**src/rtl/cpu_seq.sv**
```systemverilog
// cpu_seq: multi-cycle sequencer for the accumulator CPU.
// Fetches an instruction byte into the IR, walks it through FETCH/EXEC/MEM,
// and opens the write strobes and the PC load for one retire cycle only.

`ifndef CU_DEFINES_SV
`define CU_DEFINES_SV
`define CU_ADD        3'b000
`define CU_STA        3'b001
`define CU_LDA        3'b010
`define CU_JMP        3'b011
`define CU_BAN        3'b100
`define CU_LONG_BEGIN 3'b111
`define CU_CLA        5'b00001
`define CU_COM        5'b00010
`define CU_SHR        5'b00100
`define CU_CSL        5'b01000
`define CU_STOP       5'b10000
`endif

module cpu_seq #(
   parameter int CNT_W = 16
) (
   input  logic             clk,
   input  logic             rst_n,
   input  logic             start,
   output logic             imem_req,
   input  logic             imem_ack,
   input  logic [7:0]       imem_rdata,
   output logic             dmem_req,
   input  logic             dmem_ack,
   output logic [7:0]       ir,
   input  logic             cu_wmem,
   input  logic             cu_wacc,
   output logic             wmem_en,
   output logic             wacc_en,
   output logic             pc_en,
   output logic             halted,
   output logic             busy,
   output logic [CNT_W-1:0] instr_cnt
);

   typedef enum logic [2:0] {
      S_IDLE,
      S_FETCH,
      S_EXEC,
      S_MEM,
      S_HALT
   } state_t;

   localparam logic [CNT_W-1:0] CNT_ONE = CNT_W'(1);

   state_t           state_q, state_d;
   logic [7:0]       ir_q, ir_d;
   logic [CNT_W-1:0] cnt_q, cnt_d;
   logic             imem_req_q, dmem_req_q, halted_q, busy_q;
   logic             is_mem, is_stop, retire;

   // Opcode class decode from the held instruction register.
   always_comb begin
      is_stop = (ir_q == {`CU_LONG_BEGIN, `CU_STOP});
      is_mem  = (ir_q[7:5] inside {`CU_ADD, `CU_STA, `CU_LDA});
   end

   // Next-state, IR/counter update and single-cycle strobe gating.
   always_comb begin
      // NOTE: every signal written here gets a default first, so no latch is inferred.
      state_d = state_q;
      ir_d    = ir_q;
      cnt_d   = cnt_q;
      retire  = 1'b0;
      wmem_en = 1'b0;
      wacc_en = 1'b0;
      pc_en   = 1'b0;
      case (state_q)
         S_IDLE: begin
            if (start) state_d = S_FETCH;
         end
         S_FETCH: begin
            if (imem_ack) begin
               ir_d    = imem_rdata;
               state_d = S_EXEC;
            end
         end
         S_EXEC: begin
            if (is_stop) begin
               state_d = S_HALT;
            end else if (is_mem) begin
               state_d = S_MEM;
            end else begin
               retire  = 1'b1;
               wacc_en = cu_wacc;
               state_d = S_FETCH;
            end
         end
         S_MEM: begin
            if (dmem_ack) begin
               retire  = 1'b1;
               wmem_en = cu_wmem;
               wacc_en = cu_wacc;
               state_d = S_FETCH;
            end
         end
         S_HALT: begin
            state_d = S_HALT;
         end
         default: begin
            state_d = S_IDLE;
         end
      endcase

      if (retire) begin
         pc_en = 1'b1;
         if (cnt_q != '1) cnt_d = cnt_q + CNT_ONE;
      end

      // Reset wins: an ack arriving in the reset cycle must not retire anything.
      if (!rst_n) begin
         wmem_en = 1'b0;
         wacc_en = 1'b0;
         pc_en   = 1'b0;
      end
   end

   // State, IR, counter and state-decoded outputs, synchronous active-low reset.
   always_ff @(posedge clk) begin
      // NOTE: non-blocking assignments so every flop samples pre-edge values.
      if (!rst_n) begin
         state_q    <= S_IDLE;
         ir_q       <= 8'h00;
         cnt_q      <= '0;
         imem_req_q <= 1'b0;
         dmem_req_q <= 1'b0;
         halted_q   <= 1'b0;
         busy_q     <= 1'b0;
      end else begin
         state_q    <= state_d;
         ir_q       <= ir_d;
         cnt_q      <= cnt_d;
         imem_req_q <= (state_d == S_FETCH);
         dmem_req_q <= (state_d == S_MEM);
         halted_q   <= (state_d == S_HALT);
         busy_q     <= (state_d inside {S_FETCH, S_EXEC, S_MEM});
      end
   end

   assign imem_req  = imem_req_q;
   assign dmem_req  = dmem_req_q;
   assign halted    = halted_q;
   assign busy      = busy_q;
   assign ir        = ir_q;
   assign instr_cnt = cnt_q;

endmodule

```
**config.mk**
```make
export PLATFORM = sky130hd
export DESIGN_NAME = cpu_seq
export DESIGN_NICKNAME = d
export VERILOG_FILES = /design/src/rtl/cpu_seq.sv
export SDC_FILE = /design/constraint.sdc
export NUM_CORES = 1
export LEC_CHECK = 0
export BUFFER_PORTS_ARGS = -buffer_cell sky130_fd_sc_hd__buf_2
export CORE_MARGIN = 2
export CORE_UTILIZATION = 53
export DETAILED_ROUTE_END_ITERATION = 12
export GPL_TIMING_DRIVEN = 1
export PLACE_DENSITY = 0.83
export SYNTH_ARGS = -nofsm -noshare
export SYNTH_HDL_FRONTEND = slang
export SYNTH_SLANG_ARGS = --single-unit
```
**constraint.sdc**
```tcl
create_clock -name clk -period 5.6 [get_ports clk]
set_clock_uncertainty 0.1 [all_clocks]
set_input_delay 0.56 -clock clk [delete_from_list [all_inputs] [get_ports clk]]
set_output_delay 0.56 -clock clk [all_outputs]
set_load 0.02 [all_outputs]
```
# After elaboration in Yosys (flattened, before gate mapping)
# Index checks and enable logic that the tools add are counted.
# classes
n_addsub	1
eq_ne	12
muxes	20
n_reduce_logical	6
# op_table
operator	n
16-bit by 1-bit adder with 16-bit output, second input constant	1
16-bit inequality test, second input constant	1
3-bit by 2-bit equality test with 1-bit output, second input constant	5
3-bit one-hot mux with 5 select lines	1
1-bit 2-to-1 mux	12
3-bit 2-to-1 mux	4
3-bit by 1-bit equality test with 1-bit output, second input constant	3
8-bit equality test, second input constant	1
3-bit equality test, second input constant	2
3-bit logical NOT	2
3-bit nonzero test	2
1-bit one-hot mux with 2 select lines	2
2-bit AND reduction	2
2-bit 2-to-1 mux	1
# word_totals
regBits	31
word_cells	46

# Longest topological paths before layout
# depth
ltp_word	7
mapped_depth	7
ltp_nobuf	6

# Worst setup path before layout
# No wires, ideal clock.
# synth_timing
path_kind	reg2out
startpoint	register ir_q[6] (netlist: ir[6])
endpoint	output port pc_en
t_arrival_ps	1827
setup_slack_ps	3113
path_stages_with_launch	7
cell_sequence	dfxtp_1 -> and4_4 -> and2_4 -> o41a_1 -> buf_6 -> clkbuf_1 -> nor2_1
# synth_via
elab_chain_cells	7
# synth_lines
element	line_no	text
from (decl)	53	logic [7:0] ir_q, ir_d;
from (signal assigned)	137	ir_q <= ir_d;
3-bit by 1-bit equality test with 1-bit output (tied with other cells)	61	is_mem = (ir_q[7:5] inside {`CU_ADD, `CU_STA, `CU_LDA});
3-bit nonzero test	61	
1-bit 2-to-1 mux	87	end else if (is_mem) begin
1-bit 2-to-1 mux (*)	85	if (is_stop) begin
1-bit one-hot mux with 2 select lines (*)	74	case (state_q)
1-bit 2-to-1 mux (*)	111	if (retire) begin
1-bit 2-to-1 mux (*)	117	if (!rst_n) begin
to (decl)	36	output logic pc_en,
# Mark *: on every way between the ends. The rest lies on a longest branch, timed or not.

# Final worst setup path
# layout_timing
startpoint	register ir_q[0] (netlist: ir[0])
endpoint	output port pc_en
# layout_via
elab_chain_cells	5
# layout_lines
element	line_no	text
8-bit equality test	60	is_stop = (ir_q == {`CU_LONG_BEGIN, `CU_STOP});
1-bit 2-to-1 mux	85	
1-bit one-hot mux with 2 select lines	74	
1-bit 2-to-1 mux	111	
1-bit 2-to-1 mux	117	
# Every way passes these cells.

==> impl_metrics.toml <==
[run_status]
status = "completed"

[clock_network]
root_buffer = "clkbuf_4"
cts_buffers = 5
cts.sinks = 31
clk_path_buf_depth = 2
cts_resized = 0
post-cts-setup-buffers = 0
path_clk_slew_ns = 0.09
ctsHoldBuffers = 0
ctsHtreeMaxLevel = 2
tritoncts = "built"
clk_latency_ns = 0.33

[finish]
drive_gt1_share_pct = 25.2
area_growth_pct = 19.6
final_common_cell = "buf_2"
diodes = 0
final_nets = 237
layout_common_cells = "buf_2, dfxtp_1, nand2_1"
fin_util_pct = 68.3

[setup_path]
crit_arrival_ns = 2.27
slowest_stage = "o41a_1"
crit_path_max_incr_delay_ns = 0.63
path_cells = "nor4_1 -> and2_4 -> o41a_1 -> nor2_1 -> buf_2"
path_class = "reg -> out"
worst_ep_required_time_ns = 4.94
cp-end-kind = "primary output"
crit_path_start_kind = "register"
crit_fanout = 24

[die]
dieArea_mm2 = 0.00318
rows = 18
dieWidth_um = 56.4
ios = 46
start_util_pct = 57.1
core_area_mm2 = 0.00254
die_height_um = 56.4

[sta]
period_needed_ns = 2.93
max_freq_ghz = 0.341
tightest_slew_ns = 1.14
setup_viol = 0
hold_viol = 0
grt_setup_unrepaired = "no"
fin_crit_sh_pct = 52.4
maxSlewHeadroom_pct = 23.3
tns_ns = 0
drv_slew = 0

[routing]
drtAntennaViolNets = 0
wl_per_cell_um = 13.0
vias = 1459
first_iter_violations = 80
via_per_inst = 5.79
wl_mm = 3.27
drc_errors = 0
drt-pass1-iter-count = 5

[pwr]
irDropWorstVdd_mv = 0.223
power_switching_uw = 100
clkPwrFrac_pct = 30.9
leakage_nw = 0.714
p_comb_share_pct = 9.5
power-per-cell-area_mw_per_mm2 = 224
p_sw_share_pct = 25.7
power.internal_uw = 289
pwr-share-seq_pct = 59.5

[global_routing]
grt_max_degree = 25
grt_pass1_vias = 1316
grt_pass1_wl_mm = 5.75
antenna_found_initial = 0
grt_remaining_overflow = 0
track_usage_pct = 22.7

[place]
dp_hpwl_mm = 2.40
port-buffer-count = 45
routabilityCongestion = 0.823

[logic_synthesis]
yosysUniqueCellTypes = 30
syn_nets = 193
yosysWarnings = 0
syn_inst = 177
ys_ff_latch = 31
ys_seq_area_share_pct = 42.7
syn_avg_cell_area_um2 = 8.21
synthesis.area_mm2 = 0.00145

[run]
cap_violations = 0

[worst_hold_path]
holdCritPathClass = "in -> reg"
-- layout make-up --
cell class                 instances  area [µm²]
fill                             218         807
multi-input combinational        133         782
timing repair buffer              46         233
tap                               30        37.5
inverter                           4        15.0
sequential                        31         621
clock buffer                       7        45.0
clock inverter                     1        5.00
-- synth_stat cells, drive strengths merged --
master  number  area, µm²
dfxtp       31        621
and2         3       21.3
nor4         4       25.0
or4          9       67.6
nand4        7       43.8
o41a         1       11.3
nor2         7       26.3
nor2b        2       12.5
a21oi       22        110
buf          1       11.3
a311o        1       10.0
nor4b        1       8.76
nor3b        1       7.51
o21ai        5       25.0
inv          4       15.0
and3         2       12.5
nand2b       6       37.5
or4b         1       10.0
and4         3       28.8
nor3         4       20.0
mux2i        6       60.1
or3          3       18.8
o41ai        1       8.76
nand3        8       40.0
ha           1       12.5
o31ai        7       52.6
nand2       28        105
clkbuf       8       30.0
-- power groups by stage --
stage                     sequential [mW]  clock (mW)  combinational [mW]
after floorplan                     0.240           0              0.0199
after global placement              0.236           0              0.0362
after detailed placement            0.236           0              0.0372
after CTS                           0.231       0.125              0.0374
after global routing                0.232       0.133              0.0415
final                               0.231       0.120              0.0370
-- kinds of logic after synthesis --
kind of cell               Yosys count  synth area share [%]
and+or+nand+nor                     89                  33.4
AOI/OAI and AO/OA                   37                  15.0
DFF                                 31                  42.7
buffers and inverters               13                  3.88
muxes                                6                  4.13
adders and majority gates            1                 0.861
-- per-layer routing --
| layer | share of wire [%] | wire length [µm] | up-vias | GRT usage, % |
|---|---|---|---|---|
| met4 | 2.3 | 75 | 0 | 12.2 |
| li1 | - | - | 736 | - |
| met5 | 0 | 0 | - | 0 |
| met2 | 47 | 1520 | 44 | 35.6 |
| met3 | 5.8 | 190 | 8 | 4.38 |
| met1 | 45 | 1480 | 671 | 29.2 |
-- through the flow --
stage	power, mW	area, µm²	instances	hold slack, ns	setup slack [ns]
after CTS	0.393	1740	252	0.356	2.69
final	0.389	1740	252	0.371	2.67
after floorplan	0.260	1450	177	0.446	3.11
after global routing	0.407	1740	252	0.373	2.48
after detailed placement	0.273	1690	244	0.374	3.07
after global placement	0.272	1690	244	0.356	3.15
-- state kept, by name (all words and copies together), names as in the netlist --
| register | flops |
|---|---|
| busy | 1 |
| dmem_req | 1 |
| halted | 1 |
| imem_req | 1 |
| instr_cnt | 16 |
| ir | 8 |
| state_q | 3 |
-- worst max-delay path: cells and delay by family (launching register included) --
family,cells,cell delay (ns)
flops,1,0.33
buf+inv,1,0.18
compound gates,1,0.63
simple gates,3,0.79
-- worst paths after layout --
kind                 startpoint           end  slack (ns)  depth (start not counted)
setup / recovery          ir[0]         pc_en        2.67                          5
hold / removal    imem_rdata[6]         ir[6]        0.37                          3
setup reg to reg          ir[5]  instr_cnt[8]        3.27                          5
hold reg to reg           ir[1]         ir[1]        0.39                          2
(Power assumes the default switching activity.)
